==> config.mk <==
export PLATFORM = sky130hd
export DESIGN_NAME = sipo_deserializer
export DESIGN_NICKNAME = d
export VERILOG_FILES = /design/src/rtl/sipo_deserializer.sv
export SDC_FILE = /design/constraint.sdc
export NUM_CORES = 1
export LEC_CHECK = 0
export CORE_MARGIN = 2
export CORE_UTILIZATION = 35
export DETAILED_ROUTE_END_ITERATION = 16
export GPL_TIMING_DRIVEN = 0
export HOLD_SLACK_MARGIN = 0.03
export MAX_ROUTING_LAYER = met4
export PLACE_DENSITY_LB_ADDON = 0.12
export SYNTH_ARGS = -nofsm -noshare
export SYNTH_HDL_FRONTEND = slang
export SYNTH_SLANG_ARGS = --single-unit
==> constraint.sdc <==
create_clock -name clk -period 2 [get_ports clk]
set_input_delay 0.4 -clock clk [delete_from_list [all_inputs] [get_ports clk]]
set_output_delay 0.4 -clock clk [all_outputs]
set_load 0.1 [all_outputs]
==> src/rtl/sipo_deserializer.sv <==
// sipo_deserializer: LSB-first serial-to-parallel word assembler feeding a valid/ready holding register.
// Latency: a word appears on dout/dout_valid one clock after its last bit is strobed.
// Backpressure: input is never stalled; a word completing while dout is held unaccepted is dropped (overrun pulse).
//
// Ports:
//   clk, reset              rising-edge clock, asynchronous active-high reset
//   din, din_valid          serial bit (LSB first), sampled when din_valid=1
//   dout, dout_valid,       assembled word and its valid/ready handshake
//   dout_ready
//   busy                    a partial frame is in progress (bit counter != 0)
//   overrun                 one-cycle pulse when a completed word is dropped
//   parity_err              parity mismatch of the word on dout, qualified by dout_valid
//
// Optional feature macro: SIPO_PARITY_CHECK_EN
//   Defined   : each frame carries one extra even-parity bit after the data bits;
//               mismatches are reported on parity_err (word still delivered).
//   Undefined : frames are WIDTH bits, parity_err is tied low.

module sipo_deserializer #(
  parameter int WIDTH = 8,
  parameter int CNT_W = 4
) (
  input  logic             clk,
  input  logic             reset,
  input  logic             din,
  input  logic             din_valid,
  output logic [WIDTH-1:0] dout,
  output logic             dout_valid,
  input  logic             dout_ready,
  output logic             busy,
  output logic             overrun,
  output logic             parity_err
);

  typedef enum logic [1:0] {
    IDLE   = 2'd0,
    SHIFT  = 2'd1,
    PARITY = 2'd2
  } state_t;

  localparam logic [CNT_W-1:0] LAST_BIT = CNT_W'(WIDTH - 1);

  state_t           state;
  state_t           state_nxt;
  logic [CNT_W-1:0] cnt;
  logic [CNT_W-1:0] cnt_nxt;
  logic [WIDTH-1:0] sreg;
  logic [WIDTH-1:0] sreg_nxt;
  logic [WIDTH-1:0] word;
  logic             take_bit;
  logic             frame_done;
  logic             load;

  // ---------------------------------------------------------------- FSM
  always_ff @(posedge clk or posedge reset) begin
    if (reset) begin
      state <= IDLE;
    end else begin
      state <= state_nxt;
    end
  end

  always_comb begin
    state_nxt = state;
    case (state)
      IDLE: begin
        if (din_valid) state_nxt = SHIFT;
      end
      SHIFT: begin
        if (din_valid && (cnt == LAST_BIT)) begin
`ifdef SIPO_PARITY_CHECK_EN
          state_nxt = PARITY;
`else
          state_nxt = IDLE;
`endif
        end
      end
      PARITY: begin
        if (din_valid) state_nxt = IDLE;
      end
      default: state_nxt = IDLE;
    endcase
  end

  // take_bit: strobe lands in the data shift register.
  // frame_done: strobe is the last bit of the frame (data or parity bit).
  always_comb begin
    take_bit   = 1'b0;
    frame_done = 1'b0;
    case (state)
      IDLE, SHIFT: begin
        take_bit = din_valid;
`ifndef SIPO_PARITY_CHECK_EN
        // cnt is 0 in IDLE and WIDTH>=2, so only SHIFT can match here.
        frame_done = din_valid && (cnt == LAST_BIT);
`endif
      end
      PARITY: begin
        frame_done = din_valid;
      end
      default: begin
        take_bit   = 1'b0;
        frame_done = 1'b0;
      end
    endcase
  end

  // ---------------------------------------------------------------- datapath
  // Bit is written at position cnt; a compare loop avoids an index whose
  // width differs from the log2 of WIDTH.
  always_comb begin
    sreg_nxt = sreg;
    for (int i = 0; i < WIDTH; i++) begin
      if (cnt == CNT_W'(i)) sreg_nxt[i] = din;
    end
  end

  always_comb begin
    cnt_nxt = cnt;
    if (frame_done) begin
      cnt_nxt = '0;
    end else if (din_valid) begin
      cnt_nxt = cnt + CNT_W'(1);
    end
  end

`ifdef SIPO_PARITY_CHECK_EN
  // Data bits are all in sreg by the time the parity bit arrives.
  assign word = sreg;
`else
  // The last data bit is still on din at completion; merge it in directly.
  assign word = sreg_nxt;
`endif

  always_ff @(posedge clk or posedge reset) begin
    if (reset) begin
      sreg <= '0;
      cnt  <= '0;
      busy <= 1'b0;
    end else begin
      if (take_bit) sreg <= sreg_nxt;
      cnt  <= cnt_nxt;
      busy <= (cnt_nxt != '0);
    end
  end

  // ---------------------------------------------------------------- output holding register
  // A completed word is taken only if the holding register is empty or is
  // being emptied on this same edge; otherwise it is dropped.
  assign load = frame_done && (!dout_valid || dout_ready);

  always_ff @(posedge clk or posedge reset) begin
    if (reset) begin
      dout       <= '0;
      dout_valid <= 1'b0;
      overrun    <= 1'b0;
    end else begin
      overrun <= frame_done && !load;
      if (load) begin
        dout       <= word;
        dout_valid <= 1'b1;
      end else if (dout_valid && dout_ready) begin
        dout_valid <= 1'b0;
      end
    end
  end

`ifdef SIPO_PARITY_CHECK_EN
  logic perr_q;

  // Even parity over data + parity bit; updated only when dout loads, so a
  // dropped word never disturbs the flag belonging to the held word.
  always_ff @(posedge clk or posedge reset) begin
    if (reset) begin
      perr_q <= 1'b0;
    end else if (load) begin
      perr_q <= ^{sreg, din};
    end
  end

  assign parity_err = perr_q;
`else
  assign parity_err = 1'b0;
`endif

endmodule

==> flow_summary.ini, run 1 <==
[timing]
fin_crit_sh = 0.961
hold_violations = 0
slew_viol_final = 0
max_slew_margin = 0.362
fmax_mhz = 520
tightest_slew_ps = 961
rsz0062_at_grt = false
post-route-min-period_ps = 1920
holdWs_ps = 516
fin_skew_ps = 1.61
setup_viol = 0
tns_ps = 0

[clocking]
insertion_delay_ps = 300
cts_resized = 11
path_clk_slew_ps = 120
numCtsBuffers = 3
cts_tree = yes
cts_sinks = 23
cts_buffer_depth = 2
cts_root_buf = clkbuf_4
post_cts.repair.setup_buffers = 0
cts_hold_buf = 0
htreeDepth = 1

[setup_path]
path_cells = dlygate4sd2_1
path_delay_family = buffers and inverters
worstSetupPathType = reg -> out
cp_slowest_cell = dlygate4sd2_1
reg2reg_slack_ps = 150
cp.required_ps = 1600
worst_r2r_path_depth = 5
start_kind = flop
path_buf_inv = 1
critPathMaxFanout = 2
end_kind = primary output
cpPeakStageDelay_ps = 850
cp.arrival_ps = 1520
crit_cells = 1

[floorplanning]
dieArea_um2 = 3760
die_y_um = 61.4
top_level_ports = 17
start_util = 0.371
rows = 20
core_area_um2 = 3100
die_x_um = 61.4

[route]
initialDrtViolationCount = 9
drc = 0
antenna_left = 0
viasPerCell = 4.66
routedWlPerCell_um = 13.1
wirelength_um = 2040
first_pass_iters = 2
vias = 727

[layout]
fin_nets = 122
drive_gt1_frac = 0.268
n_antenna_cell = 0
area_growth_pct = 18.9
stdcell_area_um2 = 1370
final_cell_mix = dfrtp_1, mux2_2, dlygate4sd2_1
layout_commonest_cell = dfrtp_1

[place]
place.gp.congestion = 0.732
hpwlAfterDp_um = 1450
port_buffers = 15
place_area_um2 = 1360

[synthesis]
syn_area_per_cell_um2 = 12.4
yosysSeqAreaShare = 0.500
syn-num-nets = 102
synth_area_leaders = dfrtp_1, mux2_2, ha_1
yosys.area.top_type = dfrtp_1
synth.distinct_cells = 25
synthesis.area_um2 = 1150
synth_cells = 93
synth_top_area_share = 0.500
ys_seq_elements = 23
yosys_warnings = 0

[outcome]
status = finished, final reports clean

[worst_hold_path]
hp-class = reg -> reg
hold_depth = 1

[global_routing]
overflow = 0
grt_max_degree = 24
antenna_found_initial = 0
grt_pass1_wl_um = 3660
grt_pass1_vias = 777
track_usage = 0.137

[run]
cap_violations = 0
## worst reg2reg max path, stage by stage, from the launching register on
cell and delay, ps:
dfrtp_1 470, ha_1 270, nand4b_1 250, nor2b_1 160, buf_2 230, mux2_2 360
## final timing paths
check	start	endpoint
worst min register to register	dout[4]	dout[4]
worst min-delay path	dout[4]	dout[4]
worst max-delay path	dout[7]	dout[7]
worst max register to register	cnt[0]	dout[5]
min in group asynchronous	reset	dout_valid
max in group asynchronous	reset	sreg[1]
## kinds of logic after synthesis
logic type / Yosys count / share of synthesized area
simple gates: 28 / 0.149
mux: 25 / 0.245
flops: 23 / 0.500
buf+inv: 9 / 0.0370
fa+ha+maj: 4 / 0.0435
xor+xnor: 2 / 0.0152
other cells: 1 / 0.00326
compound gates: 1 / 0.00761
## Yosys cell counts, drive strengths merged
master and number:
a31o 1, and2 1, and3 3, buf 5, clkbuf 1, conb 1, dfrtp 23, ha 4
inv 3, mux2 25, nand2 2, nand2b 1, nand3 3, nand3b 4, nand4 1, nand4b 1
nor2 3, nor2b 3, nor3 1, nor3b 4, or4 1, xnor2 1, xor2 1
## routing by layer
metal | vias to the layer above | GRT usage | share of wire
li1 | 361 | - | -
met1 | 358 | 0.187 | 0.51
met2 | 6 | 0.202 | 0.46
met3 | 2 | 0.0252 | 0.019
met4 | 0 | 0.0547 | 0.0069
met5 | - | - | 0
## sequential cells by signal (all words and copies together) (netlist names)
| signal | cells |
|---|---|
| sreg | 8 |
| cnt | 4 |
| dout | 8 |
| overrun | 1 |
| busy | 1 |
| dout_valid | 1 |
## area by class of cell
| type | count | area [um2] |
|---|---|---|
| Timing Repair Buffer | 15 | 136 |
| Tap cell | 44 | 55.1 |
| Buffer | 6 | 31.3 |
| Clock buffer | 4 | 26.3 |
| Inverter | 3 | 11.3 |
| Sequential cell | 23 | 576 |
| Fill cell | 321 | 1730 |
| Multi-Input combinational cell | 61 | 533 |
## through the flow
step / setup slack [ps] / utilization / instances
2_1_floorplan: 220 / - / 93
3_3_place_gp: -52.6 / 0.437 / 152
3_5_place_dp: -65.7 / 0.437 / 152
4_1_cts: 52.7 / 0.441 / 156
5_1_grt: 6.14 / 0.441 / 156
6_report: 78.4 / 0.441 / 156
Power of run 1 is not shown: default switching activity piles up to over one toggle a cycle in this logic, so the estimate is an artifact.
==> run 2, diff against run 1 <==
--- a/config.mk
+++ b/config.mk
@@ -12,6 +12,7 @@
 export HOLD_SLACK_MARGIN = 0.03
 export MAX_ROUTING_LAYER = met4
 export PLACE_DENSITY_LB_ADDON = 0.12
+export SKIP_LAST_GASP = 1
 export SYNTH_ARGS = -nofsm -noshare
 export SYNTH_HDL_FRONTEND = slang
 export SYNTH_SLANG_ARGS = --single-unit
==> results of run 2 <==
Final layout, timing and power as in run 1 (identical DEF).
Power of run 2 is left out for the same reason.
==> run 3, diff against run 2 <==
--- a/config.mk
+++ b/config.mk
@@ -5,6 +5,7 @@
 export SDC_FILE = /design/constraint.sdc
 export NUM_CORES = 1
 export LEC_CHECK = 0
+export ABC_AREA = 1
 export CORE_MARGIN = 2
 export CORE_UTILIZATION = 35
 export DETAILED_ROUTE_END_ITERATION = 16
==> run 3 against run 2 <==
  * Die area barely moved
  * Sequential share of layout area barely moved
  * Clock skew rose by 2.2 ps
  * Flip-flop and latch count did not move
  * Wire length rose by 2.0%
  * Via count rose by 24%
  * Critical path depth did not move
  * Register-to-register slack improved by 440 ps
==> flow_summary.ini, run 3 <==
[route]
vias = 903
viasPerCell = 4.24
initialDrtViolationCount = 35
antenna_left = 0
wirelength_um = 2080
routedWlPerCell_um = 9.77
drc = 0
first_pass_iters = 4

[synthesis]
yosys.area.top_type = dfrtp_1
synth-edff-count = 0
synth_top_area_share = 0.499
ys_seq_elements = 23
yosys-top-cells-count = nand2_1, dfrtp_1, inv_1
ys_dominant_reg_cell = dfrtp_1
synth_cells = 150
syn-num-nets = 159
yosys_warnings = 0
synth_area_leaders = dfrtp_1, nand2_1, ha_1
synth.distinct_cells = 16
yosysSeqAreaShare = 0.499
synthesis.area_um2 = 1150
synth.most_common_cell = nand2_1
syn_area_per_cell_um2 = 7.68
synthArstFlopShare = 1.00

[place]
port_buffers = 15
place_area_um2 = 1360
place.gp.congestion = 0.797
hpwlAfterDp_um = 1610

[setup_path]
path_buf_inv = 1
cp.required_ps = 1600
path_delay_family = buffers and inverters
cp_slowest_cell = dlygate4sd2_1
critPathMaxFanout = 2
path_cells = dlygate4sd2_1
cp.arrival_ps = 1540
worstSetupPathType = reg -> out
end_kind = primary output
reg2reg_slack_ps = 590
cpPeakStageDelay_ps = 860
start_kind = flop

[clocking]
htreeDepth = 1
cts_tree = yes
cts_root_buf = clkbuf_4
path_clk_slew_ps = 120
cts_buffer_depth = 2
cts_hold_buf = 0
insertion_delay_ps = 300
cts_sinks = 23
numCtsBuffers = 3

[timing]
fmax_mhz = 516
tns_ps = 0
fin_skew_ps = 3.85
fin_crit_sh = 0.970
post-route-min-period_ps = 1940
slew_viol_final = 0
max_slew_margin = 0.357
hold_violations = 0
tightest_slew_ps = 968
rsz0062_at_grt = false
setup_viol = 0

[pwr]
irDropWorstVdd_mv = 0.560
leakage_nw = 0.793
powerDensity_nw_per_um2 = 1630

[global_routing]
grt_pass1_wl_um = 3680
grt_max_degree = 24
grt_pass1_vias = 831
overflow = 0
track_usage = 0.137
antenna_found_initial = 0

[floorplanning]
core_area_um2 = 3100
dieArea_um2 = 3770
rows = 20
top_level_ports = 17
start_util = 0.371
die_y_um = 61.4
die_x_um = 61.4

[run]
cap_violations = 0

[layout]
largestRegisters = dout: 8 flops, sreg: 8 flops, cnt: 4 flops
stdcell_area_um2 = 1370
area_growth_pct = 18.9
layout_commonest_cell = nand2_1
fin_nets = 179
drive_gt1_frac = 0.0710
n_antenna_cell = 0
final_cell_mix = nand2_1, dfrtp_1, inv_1

[outcome]
status = finished, final reports clean

[worst_hold_path]
hp-class = reg -> reg
## run 3: cell count changes after synthesis, sizes merged, moves of 4 or more
cell | before | now
inv | 3 | 16
nand3b | 4 | 0
nor3b | 4 | 0
nand2 | 2 | 81
mux2 | 25 | 0
o21ai | 0 | 5
nor2 | 3 | 12
## run 3: final timing paths
path | startpoint | to | cells after the start
min in group asynchronous | reset | cnt[2] | 2
max in group asynchronous | reset | sreg[5] | 2
min reg2reg | dout[3] | dout[3] | 2
max | dout[0] | dout[0] | 1
max reg2reg | cnt[0] | dout[7] | 8
min | dout[3] | dout[3] | 2
## run 3: through the flow
step	setup slack, ps	cells	hold slack (ps)	util	power [mW]
6_report	60.6	213	486	0.442	2.23
5_1_grt	8.49	213	507	0.442	2.41
4_1_cts	49.9	213	493	0.442	2.26
3_5_place_dp	133	209	466	0.438	2.10
3_3_place_gp	139	209	463	0.438	2.08
2_1_floorplan	316	150	402	-	1.82
## run 3: power breakdown
part / total (mW) / internal (mW) / switching, mW
clock network: 0.212 / 0.0777 / 0.135
logic: 1.24 / 0.283 / 0.958
registers: 0.781 / 0.646 / 0.135
total: 2.23 / 1.01 / 1.23
## run 3: area by class of cell
class / count / area (um2)
Tap cell: 44 / 55.1
Multi-Input combinational cell: 109 / 502
Buffer: 2 / 12.5
Sequential cell: 23 / 576
Inverter: 16 / 62.6
Timing Repair Buffer: 15 / 136
Fill cell: 332 / 1730
Clock buffer: 4 / 26.3
## run 3: metal layers
metal	up-vias	routed length, um	share of wire	track usage
met5	-	0	0	-
met4	0	15	0.0072	0.0547
met3	2	79	0.038	0.0252
met2	20	973	0.47	0.210
met1	395	1010	0.49	0.178
li1	486	-	-	-
## run 3: kinds of logic after synthesis
logic type      count (synthesis)  synth area share
simple gates                   99             0.367
flops                          23             0.499
buf+inv                        18            0.0652
compound gates                  5            0.0217
fa+ha+maj                       4            0.0434
other cells                     1           0.00325
## run 3: worst register-to-register path: stages, from the launching register on
cell	delay, ps
dfrtp_1	440
ha_1	260
nand2_2	90
inv_2	80
nand2_4	90
nor2_8	170
inv_4	80
nand2_1	60
nand2_1	50
## run 3: repair_timing
| action | 4_1_cts | 5_1_grt |
|---|---|---|
| endpoints found under the setup margin | 11 | 0 |
| setup buffers | 0 | 0 |
| gates resized for setup | 11 | 0 |
(Power assumes the default switching activity.)
==> edit 1 (settings of run 2) <==
The parameter `CNT_W` goes from 4 to 6.
--- a/src/rtl/sipo_deserializer.sv
+++ b/src/rtl/sipo_deserializer.sv
@@ -18,7 +18,7 @@
 
 module sipo_deserializer #(
   parameter int WIDTH = 8,
-  parameter int CNT_W = 4
+  parameter int CNT_W = 6
 ) (
   input  logic             clk,
   input  logic             reset,
Check against the original RTL: no difference found for any inputs over 10 cycles, from zero or initial values and one cycle with reset high; that may be too few to reach the edited logic, so the function may still have changed.
==> edit 1 against run 2 <==
Sequential cell count up 1; critical path type unchanged; count of clock-buffer cells in the layout down 1; critical endpoint unchanged; setup slack worse by 0.050 ns; wire length up 21%; die area up 8.8%; synthesized area up 9.5%; cell area up 10%; synthesized cell count up 20%; first-iteration DRC count rose to 3.6 times the old value.
Power is left out: the tool's default activity adds up to more than one toggle a clock period on the data nets, which glitch-free logic cannot reach.
==> edit 1: results (changes against run 2) <==
[run_status]
status=complete, no violations

[placed_design]
place_ws_ns=-0.274  ; -0.208 ns

[yosys]
syn-num-nets=121  ; +19%
synthTopCellsByArea=dfrtp_1 48%, mux2_1 8.9%, ha_1 4.0%
yosysSeqAreaShare_pct=47.7  ; -2.3 points
synth_common_cells=24 x dfrtp_1, 10 x mux2_1, 9 x nand2_1
synth_cell_types=39  ; +56%

[timing]
skew_ns=0.00741  ; +0.00580 ns
slew_headroom_pct=36.2  ; about the same

[grt]
grt_max_degree=25  ; +4.2%
grt_pass1_wl_um=4310  ; +18%
use_met3_pct=2.11  ; -0.41 points
track_usage_pct=13.9  ; +0.18 points
grt_use_met1_pct=18.4  ; -0.33 points
first_global_vias=894  ; +15%
use_met2_pct=21.4  ; +1.1 points

[route]
first_pass_iters=4  ; +2
wl_um=2470  ; +21%
drtIter0Drc=32  ; +23
avgViaCountPerCell=4.87  ; +4.5%

[clocking]
clock_latency_ns=0.33  ; +0.03 ns

[finish]
drive_gt1_share_pct=11.5  ; -15 points
nets=140  ; +15%
reg.largest.list=dout x8, sreg x7, cnt x6

[setup_path]
crit_arrival_ns=1.57  ; +0.05 ns

## edit 1: cell count changes after synthesis, sizes merged, moves of 3 or more
cell	run 2	this run
nand3b	4	0
xnor2	1	4
a21boi	0	4
inv	3	6
mux2i	0	5
o21ai	0	3
nor2b	3	0
mux2	25	10
nor3b	4	1
nand2	2	9
nand3	3	6
## edit 1: final timing paths
path	start	end	slack [ns]
worst max-delay path	dout[7]	dout[7]	0.03
worst min-delay path	sreg[2]	sreg[2]	0.50
worst max register to register	cnt[0]	sreg[2]	0.11
worst min register to register	sreg[2]	sreg[2]	0.50
max in group asynchronous	reset	sreg[5]	0.89
min in group asynchronous	reset	cnt[4]	0.55
## edit 1: area by class of cell
cell class              count  area (µm²)
plain buffers               7        43.8
clock buffers               3        22.5
clock inverters             1        30.0
fillers                   329        1880
inverters                   6        22.5
multi-input cells          74         591
flip-flops and latches     24         601
well taps                  46        57.6
repair buffers             15         144
## edit 1: kinds of logic after synthesis
family	share of synthesized area, %
AOI/OAI and AO/OA	9.34
xor gates and xnor gates	3.48
adders and majority gates	3.97
buffers and inverters	5.56
DFF	47.7
muxes	12.9
other	0.298
and+or+nand+nor	16.8
## edit 1: metal layers
layer | up-vias | part of all wire (%)
li1 | 428 | -
met1 | 410 | 51
met2 | 15 | 46
met3 | 4 | 2.3
met4 | 0 | 1.3
met5 | - | 0
## edit 1: through the flow
| step | std cells | area (µm²) | TNS (ns) |
|---|---|---|---|
| after CTS | 176 | 1500 | 0 |
| after detailed placement | 173 | 1470 | -1.11 |
| after global placement | 173 | 1470 | -1.07 |
| after floorplan | 112 | 1260 | 0 |
| after global routing | 176 | 1510 | 0 |
| final | 176 | 1510 | 0 |
## edit 1: repair_timing
item | CTS | global route
endpoints found under the setup margin | 14 | 9
setup buffers | 0 | 0
hold endpoints to repair | 0 | 0
cloned | 0 | 0
pin swaps | 0 | 0
hold buffers | 0 | 0
resized for setup | 11 | 7
==> edit 2 (settings of run 2) <==
Without the edit above. Put one more register stage on the output `overrun`, cleared by the reset. The value now appears one clock later. The other outputs are not delayed to match. Comments in the files are not updated.
--- a/src/rtl/sipo_deserializer.sv
+++ b/src/rtl/sipo_deserializer.sv
@@ -39,6 +39,8 @@
   } state_t;
 
   localparam logic [CNT_W-1:0] LAST_BIT = CNT_W'(WIDTH - 1);
+
+  logic overrun_s0;
 
   state_t           state;
   state_t           state_nxt;
@@ -153,9 +155,9 @@
     if (reset) begin
       dout       <= '0;
       dout_valid <= 1'b0;
-      overrun    <= 1'b0;
+      overrun_s0 <= 1'b0;
     end else begin
-      overrun <= frame_done && !load;
+      overrun_s0 <= frame_done && !load;
       if (load) begin
         dout       <= word;
         dout_valid <= 1'b1;
@@ -183,5 +185,13 @@
   assign parity_err = 1'b0;
 `endif
 
+  always_ff @(posedge clk or posedge reset) begin
+    if (reset) begin
+      overrun <= '0;
+    end else begin
+      overrun <= overrun_s0;
+    end
+  end
+
 endmodule
 
Function: same outputs for any inputs over 10 cycles, from zero or initial values and one cycle with reset high; that may be too few to reach the edited logic, so the function may still have changed.
==> edit 2 against run 2 <==
Critical path depth unchanged; via count is 0.69% higher; wire length down 0.44%; synthesized area increased by 2.2%; maximum frequency decreased by 1.1%; setup slack lost 0.020 ns; sequential cell count up 1; first-iteration DRC count unchanged; non-clock buffer count is the same; cell area grew 4.0%.
Power is left out: the tool's default activity adds up to more than one toggle a clock period on the data nets, which glitch-free logic cannot reach.
==> edit 2: results (changes against run 2) <==
[route]
drtIter0Drc=9  ; unchanged
first_pass_iters=2  ; unchanged
wl_per_cell_um=12.8  ; -2.3%
dr_total_vias=732  ; +0.69%

[grt]
antenna_found_initial=0  ; unchanged
track_usage_pct=14.2  ; +0.46 points
grt_pass1_wl_um=3840  ; +4.7%
first_global_vias=818  ; +5.3%
grt_max_degree=25  ; +4.2%

[timing]
skew_ns=0.0130  ; +0.0114 ns
fin_crit_sh_pct=97.1  ; +1.0 points
slew_headroom_pct=36.4  ; +0.16 points

[clocking]
path_clk_slew_ns=0.14  ; +0.02 ns
clock_latency_ns=0.34  ; +0.04 ns
htree_levels=1  ; unchanged
cts_inserted_buffers=3  ; unchanged
ctsResizeCount=11  ; unchanged

[placed_design]
postPlaceCellArea_um2=1380  ; +2.0%
portBuffers=15  ; unchanged
place_congestion=0.750  ; +2.5%
place_hpwl_um=1460  ; +0.78%
place_ws_ns=-0.0641  ; +0.00162 ns

[finish]
n_antenna_cell=0  ; unchanged
drive_gt1_share_pct=28.3  ; +1.5 points
nFillCells=330  ; +2.8%
nets=123  ; +0.82%

[min_path]
min-delay-start=overrun_s0

[yosys]
synth-compound-area-share_pct=0.745  ; -0.016 points
synthTopCellsByArea=dfrtp_1 51%, mux2_2 21%, ha_1 4.3%
yosys.area_share.adder_pct=4.26  ; -0.093 points
synthXorXnorAreaFrac_pct=1.49  ; -0.032 points
synth_mux_area_share_pct=23.9  ; -0.52 points
synth_common_cells=24 x dfrtp_1, 22 x mux2_2
yosysSeqAreaShare_pct=51.1  ; +1.1 points
syn-num-nets=103  ; +0.98%

[setup_path]
r2r_slack_ns=0.18  ; +0.03 ns
crit_start=dout[1]
critical-path-max-stage-delay_ns=0.86
crit_arrival_ns=1.54  ; +0.02 ns

[run_status]
status=complete, no violations

-- edit 2: cell count changes in the layout (fill, tap and decap cells not counted) --
cell	delta
clkbuf_2	+1
dlygate4sd2_1	-5
clkbuf_1	-1
dfrtp_1	+1
clkdlybuf4s15_1	+4
bufinv_16	+1
-- edit 2: layer usage --
| metal | global-route usage, % | part of all wire, % | vias to the layer above |
|---|---|---|---|
| li1 | - | - | 360 |
| met5 | - | 0 | - |
| met4 | 7.29 | 2.5 | 0 |
| met2 | 20.2 | 43 | 12 |
| met3 | 1.86 | 3.4 | 4 |
| met1 | 19.7 | 51 | 356 |
-- edit 2: area by class of cell --
cell class | instances | area, µm² | area share (%)
buffer | 6 | 31.3 | 2.20
clock buffer | 3 | 22.5 | 1.58
clock inverter | 1 | 30.0 | 2.11
inverter | 3 | 11.3 | 0.791
multi-input combinational | 61 | 533 | 37.4
sequential | 24 | 601 | 42.2
tap | 46 | 57.6 | 4.04
timing repair buffer | 15 | 138 | 9.67
-- edit 2: kinds of logic (layout without fill, tap and decap cells) --
kind of cell | Yosys count | count (layout)
xor+xnor | 2 | 2
compound gates | 1 | 1
buf+inv | 9 | 28
simple gates | 28 | 28
mux | 25 | 25
other cells | 1 | 1
flops | 24 | 24
fa+ha+maj | 4 | 4
-- edit 2: path summary, 6_finish.rpt --
path / to / cells after the start
worst max-delay path: dout[1] / 1
worst min-delay path: overrun / 0
worst max register to register: dout[5] / 5
worst min register to register: overrun / 0
max in group asynchronous: dout[4] / 2
min in group asynchronous: sreg[7] / 2
-- edit 2: through the flow --
step	hold slack, ns	TNS (ns)	util, %	instances
final	0.365	0	43.4	159
after global routing	0.396	-0.00267	43.4	159
after CTS	0.369	0	43.3	159
after detailed placement	0.336	-0.115	42.1	155
after global placement	0.332	-0.250	42.1	155
after floorplan	0.331	0	-	94
